<file path="src/rtl/seg7_bcd_counter_mux.sv">
// Multi-digit BCD up/down counter with prescaled tick and multiplexed seven-segment scan.
// Define SEG7_LEADING_ZERO_BLANK_EN to blank digits above the most-significant nonzero digit.
module seg7_bcd_counter_mux #(
   parameter int unsigned           NUM_DIGITS = 4,
   parameter int unsigned           TICK_WIDTH = 24,
   parameter logic [TICK_WIDTH-1:0] MAX_COUNT  = 24'd10_000_000,
   parameter int unsigned           SCAN_DIV   = 1000
) (
   input  logic                      clk,
   input  logic                      reset,
   input  logic                      run,
   input  logic                      up,
   input  logic [TICK_WIDTH-1:0]     compare_in,
   input  logic                      load,
   input  logic [4*NUM_DIGITS-1:0]   load_value,
   output logic [4*NUM_DIGITS-1:0]   count,
   output logic                      tick,
   output logic                      wrap,
   output logic [6:0]                segments,
   output logic [NUM_DIGITS-1:0]     digit_sel
);

   localparam int unsigned CW     = 4 * NUM_DIGITS;
   localparam int unsigned IDX_W  = (NUM_DIGITS > 1) ? $clog2(NUM_DIGITS) : 1;
   localparam int unsigned SCAN_W = (SCAN_DIV > 1) ? $clog2(SCAN_DIV) : 1;
   localparam logic [SCAN_W-1:0] SCAN_LAST = SCAN_W'(SCAN_DIV - 1);
   localparam logic [IDX_W-1:0]  IDX_LAST  = IDX_W'(NUM_DIGITS - 1);

   logic [TICK_WIDTH-1:0] prescaler;
   logic [TICK_WIDTH-1:0] cmp;
   logic [SCAN_W-1:0]     scan_cnt;
   logic [IDX_W-1:0]      scan_idx;

   logic [CW-1:0]         step_count;
   logic                  step_wrap;
   logic                  ripple;
   logic [3:0]            cur_digit;
   logic [CW-1:0]         load_clamped;

   logic [3:0]            sel_digit;
   logic [NUM_DIGITS-1:0] sel_onehot;
   logic                  blank;
`ifdef SEG7_LEADING_ZERO_BLANK_EN
   logic                  upper_zero;
`endif

   function automatic logic [6:0] decode(input logic [3:0] d);
      case (d)
         4'd0:    decode = 7'h3F;
         4'd1:    decode = 7'h06;
         4'd2:    decode = 7'h5B;
         4'd3:    decode = 7'h4F;
         4'd4:    decode = 7'h66;
         4'd5:    decode = 7'h6D;
         4'd6:    decode = 7'h7D;
         4'd7:    decode = 7'h07;
         4'd8:    decode = 7'h7F;
         4'd9:    decode = 7'h6F;
         default: decode = 7'h00;
      endcase
   endfunction

   assign cmp = (compare_in == '0) ? MAX_COUNT : compare_in;

   // Ripple carry/borrow from digit 0 upward; a ripple surviving past the top digit is a full wrap.
   always_comb begin
      step_count = count;
      ripple     = 1'b1;
      cur_digit  = '0;
      for (int unsigned i = 0; i < NUM_DIGITS; i++) begin
         cur_digit = count[4*i +: 4];
         if (ripple) begin
            if (up) begin
               if (cur_digit >= 4'd9) begin
                  step_count[4*i +: 4] = 4'd0;
               end else begin
                  step_count[4*i +: 4] = cur_digit + 4'd1;
                  ripple = 1'b0;
               end
            end else begin
               if (cur_digit == 4'd0) begin
                  step_count[4*i +: 4] = 4'd9;
               end else begin
                  step_count[4*i +: 4] = cur_digit - 4'd1;
                  ripple = 1'b0;
               end
            end
         end
      end
      step_wrap = ripple;
   end

   always_comb begin
      load_clamped = '0;
      for (int unsigned i = 0; i < NUM_DIGITS; i++) begin
         load_clamped[4*i +: 4] = (load_value[4*i +: 4] > 4'd9) ? 4'd9 : load_value[4*i +: 4];
      end
   end

   always_comb begin
      sel_digit  = '0;
      sel_onehot = '0;
      blank      = 1'b0;
      for (int unsigned i = 0; i < NUM_DIGITS; i++) begin
         if (IDX_W'(i) == scan_idx) begin
            sel_digit     = count[4*i +: 4];
            sel_onehot[i] = 1'b1;
         end
      end
`ifdef SEG7_LEADING_ZERO_BLANK_EN
      // Blank when every digit from the selected one upward is zero; digit 0 always shows.
      upper_zero = 1'b1;
      for (int unsigned i = 0; i < NUM_DIGITS; i++) begin
         if (IDX_W'(i) >= scan_idx && count[4*i +: 4] != 4'd0) begin
            upper_zero = 1'b0;
         end
      end
      blank = (scan_idx != '0) && upper_zero;
`endif
   end

   always_ff @(posedge clk) begin
      if (reset) begin
         prescaler <= '0;
         count     <= '0;
         tick      <= 1'b0;
         wrap      <= 1'b0;
         scan_cnt  <= '0;
         scan_idx  <= '0;
         segments  <= '0;
         digit_sel <= '0;
      end else begin
         if (scan_cnt == SCAN_LAST) begin
            scan_cnt <= '0;
            scan_idx <= (scan_idx == IDX_LAST) ? '0 : scan_idx + IDX_W'(1);
         end else begin
            scan_cnt <= scan_cnt + SCAN_W'(1);
         end

         digit_sel <= sel_onehot;
         segments  <= blank ? 7'h00 : decode(sel_digit);

         // Load takes priority; a step due on the same edge is dropped.
         if (load) begin
            count     <= load_clamped;
            prescaler <= '0;
            tick      <= 1'b0;
            wrap      <= 1'b0;
         end else if (run) begin
            if (prescaler >= cmp) begin
               prescaler <= '0;
               count     <= step_count;
               tick      <= 1'b1;
               wrap      <= step_wrap;
            end else begin
               prescaler <= prescaler + TICK_WIDTH'(1);
               tick      <= 1'b0;
               wrap      <= 1'b0;
            end
         end else begin
            tick <= 1'b0;
            wrap <= 1'b0;
         end
      end
   end

endmodule

</file>
<file path="config.mk">
export PLATFORM = sky130hd
export DESIGN_NAME = seg7_bcd_counter_mux
export DESIGN_NICKNAME = d
export VERILOG_FILES = /design/src/rtl/seg7_bcd_counter_mux.sv
export SDC_FILE = /design/constraint.sdc
export NUM_CORES = 1
export LEC_CHECK = 0
export CORE_MARGIN = 2
export CORE_UTILIZATION = 59
export DETAILED_ROUTE_END_ITERATION = 16
export HOLD_SLACK_MARGIN = 0.03
export PLACE_DENSITY = 0.87
export SLEW_MARGIN = 20
export SYNTH_ARGS = -nofsm -noshare
export SYNTH_HDL_FRONTEND = slang
export SYNTH_SLANG_ARGS = --single-unit
export TNS_END_PERCENT = 20
</file>
<file path="constraint.sdc">
create_clock -name clk -period 8.01 [get_ports clk]
set_input_delay 1.2015 -clock clk [delete_from_list [all_inputs] [get_ports clk]]
set_output_delay 1.2015 -clock clk [all_outputs]
set_load 0.02 [all_outputs]
</file>
## After elaboration in Yosys (flattened, before gate mapping)

Memory sizes are Yosys's and may differ from the RTL's. A register that Yosys moved wholly into a read port is not among the register bits.
Cells that the tools add are included.
Widths: inputs -> output; s select.

- $add $sub $neg: 11
- Multiply operators: 0
- Div/mod/pow operators: 0
- Order comparisons: 9
- Equality and inequality tests: 5
- Shift-type cells: 0
- Mux-type cells: 48
- Bitwise operators: 3
- Reductions and logical operators: 19

Operator list:

| operator | number |
|---|---|
| $mux 4 | 23 |
| $mux 16 | 3 |
| $mux 24 | 2 |
| $add 24x1->24 const B | 1 |
| $ge 24x24->1 | 1 |
| $logic_not 24->1 | 1 |
| $mux 1 | 19 |
| $add 4x1->4 const B | 4 |
| $ge 4x4->1 const B | 4 |
| $gt 4x4->1 const B | 4 |
| $logic_not 4->1 | 4 |
| $sub 4x1->4 const B | 4 |
| $add 10x1->10 const B | 1 |
| $eq 10x10->1 const B | 1 |
| $reduce_bool 2->1 | 5 |
| $reduce_and 3->1 | 3 |
| $reduce_or 5->1 | 1 |
| $eq 2x2->1 const A | 2 |
| $reduce_or 2->1 | 2 |
| $not 1->1 | 3 |
| $reduce_or 3->1 | 1 |
| $add 2x1->2 const B | 1 |
| $eq 1x2->1 const A | 1 |
| $eq 2x2->1 const B | 1 |
| other kinds (3) | 3 |

- Register bits: 58
- Bits in latches: 0
- Memory bits (writable): 0
- Bits in read-only memories: 112
- Input bits: 45
- Output and inout port bits: 29
- Logic and storage cells: 106
- Memories: 1

Memory list:

| name | words | width | read ports | clocked after Yosys merged registers in | wr ports | RTL line | source |
|---|---|---|---|---|---|---|---|
| (name not given) | 16 | 7 | 1 | 1 | 0 | 48 | `case (d)` |

## Depth between registers and ports, before layout

Gate-level depths: netlist of the first run.

- Word-level depth: 9
- Depth in mapped cells: 13

## Least setup slack after synthesis of the first run

OpenSTA, ideal clock, no wires.

- Path kind: input to register
- Start: input compare_in[18]
- End: register count[6]
- Data arrival time: 3559 ps
- Data required time: 7907 ps
- Path slack: 4347 ps
- Cell stages on the path: 11
- Cell sequence: nor4_1 > nand4_1 > nor2_1 > nor2_1 > ha_1 > nand4_1 > nor4_4 > o211a_4 > o21ai_2 > nor3b_1 > a2111oi_2

- Longest elaborated chain between the ends: 5

Ends and longest elaborated chain:

| element | RTL line | source |
|---|---|---|
| start, declared | 13 | `input logic [TICK_WIDTH-1:0] compare_in,` |
| $logic_not 24->1 | 63 | `assign cmp = (compare_in == '0) ? MAX_COUNT : compare_in;` |
| $mux 24 * | 63 |  |
| $ge 24x24->1 * | 150 | `if (prescaler >= cmp) begin` |
| $reduce_bool 2->1 (no source line) * | -- |  |
| $reduce_and 3->1 (no source line) * | -- |  |
| end signal, assigned | 145 | `count <= load_clamped;` |
| end signal, assigned | 152 | `count <= step_count;` |
| end, declared | 16 | `output logic [4*NUM_DIGITS-1:0] count,` |

Every way passes the cells marked *; elsewhere a longest branch is shown, timed or not.
A chain may end at the register's enable or synchronous reset.

## Final worst setup path of the first run

- Start: input compare_in[0]
- End: register prescaler[9]

- Longest elaborated chain between the ends: 4

Ends and longest elaborated chain:

| element | RTL line | source |
|---|---|---|
| $logic_not 24->1 | 63 |  |
| $mux 24 * | 63 |  |
| $ge 24x24->1 * | 150 |  |
| $mux 24 * | 150 |  |
| end signal, assigned | 156 | `prescaler <= prescaler + TICK_WIDTH'(1);` |
| end, declared | 29 | `logic [TICK_WIDTH-1:0] prescaler;` |

Marks and branches as above.

==> impl_metrics.csv, run 1 <==
group,metric,value,unit
sta,fmax,210.3,MHz
sta,period_minus_slack,4.754,ns
floorplan,chipWidth,92.73,um
sta,slew_violations,0,
sta,rsz0062_at_grt,"false",
placement,dp_hpwl,8626,um
clock_network,clock-sinks,65,
detailed_routing,drt-initial-drc-count,456,
setup_path,cp.required,8.28,ns
sta,setup_viol,0,
synthesis,synth_xor_area_share,5.657,%
synthesis,syn-instance-count,595,
setup_path,crit_start,"compare_in[0]",
setup_path,start_kind,"input port",
detailed_routing,firstDrtPassIters,6,
setup_path,reg2reg_from,"prescaler[22]$_SDFFE_PP0P_",
power_and_ir_drop,switching_share,27.26,%
floorplan,die_y,92.73,um
clock_network,cts_buffers,9,
setup_path,path_class,"input port to flop",
synthesis,synthFlopType,"dfxtp_1",
flow_run,max_cap_viol_count,0,
finish,n_antenna_cell,0,
clock_network,cts-root-buf,"clkbuf_8",
synthesis,async_reset_ff_share,0,%
floorplan,start_util,60.42,%
setup_path,slowest_delay,0.63,ns
clock_network,cts_max_level,3,
global_route,antenna_found_initial,0,
detailed_routing,dr_total_vias,4565,
synthesis,ys_seq_area_share,28.02,%
global_route,gr-usage-all-layers,28.82,%
finish,final_cell_area,5638,um2
setup_path,path_common_cell,"nor2_1",
synthesis,synth.avg_cell_area,7.806,um2
setup_path,ff2ff_setup_slack,5.18,ns
clock_network,clock_path_buffers,2,
synthesis,synth-compound-area-share,18.88,%
global_route,grt_max_degree,33,
synthesis,ys_warn_count,0,
sta,fin_crit_sh,59.35,%
sta,fin_tns_setup,0,ns
synthesis,synth_area,4644,um2
detailed_routing,drc,0,
synthesis,synthMuxAreaShare,1.805,%
detailed_routing,routedWlPerCell,15.71,um
status,status,"completed",
setup_path,worst-path-buf-inv,1,
sta,max_slew_margin,45.81,%
sta,worst_pin_slew,0.8104,ns
clock_network,cts_tree,"yes",
clock_network,postCtsSetupBuffers,0,
setup_path,regToRegEndpoint,"prescaler[9]$_SDFFE_PP0P_",
synthesis,synth_fp_nets,688,
clock_network,cts_hold_buf,0,
setup_path,cp_top_family,"simple AND/OR/NAND/NOR gates",
setup_path,cp_cell_sequence,"clkdlybuf4s50_1 > nor4_1 > nand4_1 > nor2_1 > nor2_1 > ha_1 > a21oi_1 > o21ai_0 > nand2b_1 > nand4_4 > o21ai_2 > nand3_1 > nor2_1",
finish,area_growth,21.39,%
worst_hold_path,hp-class,"flop to flop",
setup_path,cp.arrival,5.02,ns
synthesis,yosys.area_share.adder,12.93,%
placement,detailed_place.area,5399,um2
finish,drive_gt1_share,4.711,%
setup_path,end_kind,"flop",
power_and_ir_drop,power.internal,0.6238,mW
power_and_ir_drop,comb_power_share,18.5,%
setup_path,worstSetupEndpoint,"prescaler[9]$_SDFFE_PP0P_",
synthesis,ys_types,60,
finish,nets,746,
power_and_ir_drop,power_switching,0.2337,mW
global_route,grt_pass1_wl,20220,um
setup_path,rr_worst_depth,8,
global_route,grt_pass1_vias,4436,
synthesis,synth_top_family_by_area,"simple AND/OR/NAND/NOR gates",
detailed_routing,wl,11940,um
power_and_ir_drop,p_clk_share,40.6,%
synthesis,synth_enable_flop_cells,0,
setup_path,critical_path.max_fanout,20,
placement,port_buffers,73,
sta,clock_skew,0.009133,ns
clock_network,worst_skew_pair.late_latency,0.35,ns
clock_network,clk_pin_slew,0.07,ns
sta,hold_viol_final,0,
floorplan,rows,32,
global_route,overflow,0,
power_and_ir_drop,p_leak,2.241,nW
power_and_ir_drop,power_density,152.1,nW/um2
setup_path,path_depth,13,
power_and_ir_drop,seq_power_share,40.9,%
clock_network,cts-resized-gates,0,
detailed_routing,via_per_inst,6.007,
setup_path,cp_slowest_cell,"nand3_1",
placement,place.gp.congestion,0.8924,
floorplan,fp.dieArea,8598,um2
synthesis,synthSimpleGateAreaFrac,26.99,%
synthesis,synth-seq-cells,65,
floorplan,ios,74,
floorplan,core_area,7687,um2
power_and_ir_drop,peakVddDrop,0.00009881,V
detailed_routing,ant_nets,0,
final cells by class:
| cell class | instances | area (um2) |
|---|---|---|
| Timing Repair Buffer | 74 | 733.2 |
| Clock buffer | 11 | 141.4 |
| Multi-Input combinational cell | 462 | 3078 |
| Tap cell | 102 | 127.6 |
| Clock inverter | 5 | 102.6 |
| Sequential cell | 65 | 1301 |
| Fill cell | 580 | 2049 |
| Inverter | 41 | 153.9 |
per-stage QoR:
step	hold WS, ns	std cells	power [mW]	setup slack [ns]	utilization, %
floorplan	0.4130	595	0.4495	4.347	-
global route	0.4694	760	0.8918	3.011	73.34
CTS	0.4426	760	0.8585	3.340	73.40
finish	0.4414	760	0.8575	3.256	73.34
global placement	0.4252	744	0.5064	3.178	70.23
detailed placement	0.4322	744	0.5129	2.988	70.23
cells in the mapped netlist (4+ instances only):
| cell | count | area share, % |
|---|---|---|
| a211oi_1 | 4 | 0.65 |
| a21oi_1 | 46 | 5.0 |
| a311oi_1 | 8 | 1.5 |
| a31oi_1 | 6 | 0.81 |
| and3_1 | 9 | 1.2 |
| buf_1 | 5 | 0.40 |
| buf_2 | 8 | 0.86 |
| clkbuf_1 | 14 | 1.1 |
| dfxtp_1 | 65 | 28 |
| ha_1 | 48 | 13 |
| inv_1 | 40 | 3.2 |
| mux2i_1 | 5 | 1.1 |
| nand2_1 | 47 | 3.8 |
| nand2b_1 | 9 | 1.2 |
| nand3_1 | 26 | 2.8 |
| nand3b_1 | 10 | 1.6 |
| nand4_1 | 9 | 1.2 |
| nor2_1 | 77 | 6.2 |
| nor2b_1 | 10 | 1.3 |
| nor3_1 | 7 | 0.75 |
| nor3b_1 | 6 | 0.97 |
| nor4_1 | 8 | 1.1 |
| o21a_1 | 6 | 0.97 |
| o21ai_0 | 21 | 2.3 |
| o21ai_1 | 7 | 0.75 |
| o22ai_1 | 5 | 0.67 |
| o31ai_1 | 7 | 1.1 |
| or3_1 | 5 | 0.67 |
| or3b_1 | 4 | 0.75 |
| xnor2_1 | 17 | 3.2 |
| xor2_1 | 13 | 2.5 |
power by group through the flow:
stage	registers (mW)	logic, mW	clock network [mW]
2_1_floorplan	0.360	0.0897	0
3_3_place_gp	0.357	0.150	0
3_5_place_dp	0.358	0.155	0
4_1_cts	0.350	0.158	0.351
5_1_grt	0.353	0.173	0.366
6_report	0.351	0.159	0.348
sequential cells by signal, summed over array words and instances, names as in the netlist:
register / flops
digit_sel: 4
prescaler: 24
segments: 7
scan_cnt: 10
wrap: 1
tick: 1
count: 16
scan_idx: 2
kinds of logic after synthesis:
| logic type | Yosys count |
|---|---|
| xor+xnor | 30 |
| flops | 65 |
| fa+ha+maj | 48 |
| compound gates | 135 |
| mux | 7 |
| simple gates | 242 |
| buf+inv | 68 |
worst min-delay path by stage:
| stage | startpoint | end | slack (ns) | depth (start not counted) |
|---|---|---|---|---|
| after floorplan | scan_cnt[0]$_SDFF_PP0_ | scan_cnt[0]$_SDFF_PP0_ | 0.41 | 1 |
| after global placement | scan_cnt[0]$_SDFF_PP0_ | scan_cnt[0]$_SDFF_PP0_ | 0.43 | 1 |
| after detailed placement | scan_cnt[0]$_SDFF_PP0_ | scan_cnt[0]$_SDFF_PP0_ | 0.43 | 1 |
| after CTS | scan_cnt[0]$_SDFF_PP0_ | scan_cnt[0]$_SDFF_PP0_ | 0.44 | 1 |
| after global routing | scan_cnt[0]$_SDFF_PP0_ | scan_cnt[0]$_SDFF_PP0_ | 0.47 | 1 |
| final | scan_cnt[0]$_SDFF_PP0_ | scan_cnt[0]$_SDFF_PP0_ | 0.44 | 1 |
metal layers:
| layer | GRT usage [%] | wire, um | up-vias |
|---|---|---|---|
| li1 | - | - | 2233 |
| met1 | 35.81 | 5188 | 2129 |
| met2 | 47.93 | 5692 | 164 |
| met3 | 6.265 | 704 | 39 |
| met4 | 12.75 | 352 | 0 |
| met5 | 0 | 0 | - |
cells in the final DEF, fill, tap and decap left out, types with 3 or more instances in the layout:
cell type,n
nand4_1,9
a21oi_1,46
a31oi_1,6
nor2b_1,10
o21ai_0,21
and4_1,3
nor4_1,8
nand2_1,47
and3_1,9
a21o_1,3
or3b_1,4
o21a_1,6
mux2i_1,5
dfxtp_1,65
and2_1,3
nor2_1,77
bufinv_16,3
nand2b_1,9
clkdlybuf4s50_1,72
o22ai_1,5
a211oi_1,4
a311oi_1,8
nor3b_1,6
or3_1,5
nand3_1,26
o21ai_1,7
ha_1,48
xnor2_1,17
xor2_1,13
o211ai_1,3
clkbuf_8,10
inv_1,40
nand3b_1,10
nor3_1,7
o31ai_1,7
worst reg2reg max path: cells and delay by family, from the launching register on:
kind	cells	cell delay, ns
simple gates	4	1.23
fa+ha+maj	1	0.35
compound gates	3	0.83
flops	1	0.34
Note: power is estimated with default switching activity, not from simulation.
==> run 2, diff against run 1 <==
--- a/config.mk
+++ b/config.mk
@@ -6,10 +6,10 @@
 export NUM_CORES = 1
 export LEC_CHECK = 0
 export CORE_MARGIN = 2
-export CORE_UTILIZATION = 59
+export CORE_UTILIZATION = 49
 export DETAILED_ROUTE_END_ITERATION = 16
 export HOLD_SLACK_MARGIN = 0.03
-export PLACE_DENSITY = 0.87
+export PLACE_DENSITY = 0.77
 export SLEW_MARGIN = 20
 export SYNTH_ARGS = -nofsm -noshare
 export SYNTH_HDL_FRONTEND = slang
==> constraint.sdc (replaced) <==
create_clock -name clk -period 4 [get_ports clk]
set_input_delay 0.6 -clock clk [delete_from_list [all_inputs] [get_ports clk]]
set_output_delay 0.6 -clock clk [all_outputs]
set_load 0.02 [all_outputs]
==> impl_metrics.csv, run 2 (synthesis gave the netlist of run 1 again) <==
group,metric,value,unit
clock_network,cts_hold_buf,0,
setup_path,cp.required,4.23,ns
detailed_routing,dr_total_vias,4470,
finish,layout_common_cells,"nor2_1 (77), clkdlybuf4s50_1 (73), dfxtp_1 (65)",
detailed_routing,drc,0,
setup_path,reg2reg_from,"count[4]$_SDFFE_PP0P_",
sta,hold_viol_final,0,
global_route,grt_max_degree,29,
finish,largest_reg_flops,24,
power_and_ir_drop,power_density,290.2,nW/um2
finish,seqCellArea,1301,um2
setup_path,cp_slowest_cell,"nor4_1",
finish,fillers,801,
setup_path,path_class,"input port to flop",
sta,worst_pin_slew,0.8361,ns
clock_network,cts_tree,"yes",
setup_path,slowest_delay,0.53,ns
floorplan,core_area,9196,um2
floorplan,start_util,50.50,%
global_route,grt-busiest-layer,"met2",
worst_hold_path,hp-class,"flop to flop",
detailed_routing,ant_nets,0,
setup_path,ff2ff_setup_slack,1.50,ns
finish,reg.largest.list,"prescaler (24), count (16), scan_cnt (10)",
clock_network,worst_skew_pair.late_latency,0.34,ns
floorplan,chipWidth,101.4,um
finish,area_growth,22.49,%
placement,port_buffers,73,
setup_path,crit_start,"compare_in[0]",
finish,multi_input_area,3078,um2
setup_path,start_kind,"input port",
sta,setup_viol,0,
clock_network,cts-resized-gates,0,
flow_run,max_cap_viol_count,0,
detailed_routing,via_per_inst,5.775,
global_route,overflow,0,
finish,layout_commonest_cell,"nor2_1",
clock_network,cts_max_level,3,
global_route,grt_pass1_wl,18760,um
finish,nets,751,
global_route,gr-usage-all-layers,22.48,%
floorplan,fp.dieArea,10270,um2
setup_path,cp_top_family,"simple AND/OR/NAND/NOR gates",
global_route,use_met3,3.382,%
setup_path,worst-path-buf-inv,2,
global_route,use_met1,30.07,%
finish,final_cell_area,5689,um2
power_and_ir_drop,p_leak,2.256,nW
sta,clock_skew,0.007655,ns
setup_path,rr_worst_depth,8,
clock_network,cts_buffers,9,
setup_path,regToRegEndpoint,"count[14]$_SDFFE_PP0P_",
setup_path,critical_path.max_fanout,8,
clock_network,cts-root-buf,"clkbuf_8",
setup_path,cp.arrival,3.82,ns
clock_network,clk_pin_slew,0.07,ns
placement,place.gp.congestion,0.9017,
status,status,"completed",
power_and_ir_drop,power,1.651,mW
placement,detailed_place.area,5460,um2
sta,fin_crit_sh,89.64,%
setup_path,worstSetupEndpoint,"count[6]$_SDFFE_PP0P_",
sta,fin_tns_setup,0,ns
power_and_ir_drop,peakVddDrop,0.0001532,V
floorplan,rows,35,
global_route,grt_util_met2,36.83,%
sta,period_minus_slack,3.586,ns
setup_path,path_depth,14,
setup_path,cp_cell_sequence,"clkdlybuf4s50_1 > nor4_1 > nand4_1 > nor2_1 > buf_4 > nor2_1 > ha_1 > nand4_1 > nor4_4 > nand2_2 > nand4_4 > o21ai_2 > nor3b_1 > a2111oi_2",
clock_network,clock-sinks,65,
clock_network,postCtsSetupBuffers,0,
placement,dp_hpwl,8496,um
sta,fmax,278.9,MHz
detailed_routing,firstDrtPassIters,7,
sta,rsz0062_at_grt,"false",
global_route,antenna_found_initial,0,
finish,final_util,61.86,%
detailed_routing,routedWlPerCell,14.58,um
detailed_routing,drt-initial-drc-count,188,
sta,max_slew_margin,44.09,%
floorplan,ios,74,
finish,largest_register,"prescaler",
finish,n_antenna_cell,0,
sta,slew_violations,0,
global_route,grt_pass1_vias,4120,
clock_network,clock_path_buffers,2,
setup_path,end_kind,"flop",
finish,drive_gt1_share,5.430,%
floorplan,die_y,101.4,um
detailed_routing,wl,11290,um
## run 2: cell types whose count changed in the layout (fill, tap and decap cells not counted)
cell	before	now
clkbuf_1	1	0
clkinv_2	1	0
clkinv_4	0	1
buf_4	1	5
buf_2	1	0
clkinvlp_4	1	3
clkdlybuf4s50_1	72	73
buf_12	0	1
bufinv_16	3	2
## run 2: metal layers
metal | wire, um | up-vias
li1 | - | 2236
met4 | 161 | 0
met2 | 5287 | 125
met3 | 545 | 14
met5 | 0 | -
met1 | 5290 | 2095
## run 2: worst min-delay path by stage
stage | start | depth (start not counted) | endpoint
floorplan | scan_cnt[0]$_SDFF_PP0_ | 1 | scan_cnt[0]$_SDFF_PP0_
CTS | scan_cnt[0]$_SDFF_PP0_ | 1 | scan_cnt[0]$_SDFF_PP0_
global placement | scan_cnt[0]$_SDFF_PP0_ | 1 | scan_cnt[0]$_SDFF_PP0_
finish | scan_cnt[0]$_SDFF_PP0_ | 1 | scan_cnt[0]$_SDFF_PP0_
detailed placement | scan_cnt[0]$_SDFF_PP0_ | 1 | scan_cnt[0]$_SDFF_PP0_
global route | scan_cnt[0]$_SDFF_PP0_ | 1 | scan_cnt[0]$_SDFF_PP0_
## run 2: through the flow
| step | instances | hold WS (ns) | setup WS (ns) |
|---|---|---|---|
| 2_1_floorplan | 595 | 0.4130 | 0.9389 |
| 3_3_place_gp | 758 | 0.4246 | 0.2095 |
| 3_5_place_dp | 758 | 0.4398 | 0.008370 |
| 4_1_cts | 774 | 0.4495 | 0.3575 |
| 5_1_grt | 774 | 0.4694 | 0.1019 |
| 6_report | 774 | 0.4459 | 0.4145 |
## run 2: area by class of cell
class	count	area share, %
multi-input cells	462	54.10
flip-flops and latches	65	22.87
repair buffers	79	13.86
inverters	41	2.705
well taps	111	2.441
clock buffers	10	2.419
clock inverters	6	1.605
## run 2: where the power goes
part / internal [mW] / switching (mW)
logic: 0.155 / 0.163
registers: 0.668 / 0.0347
clock network: 0.369 / 0.262
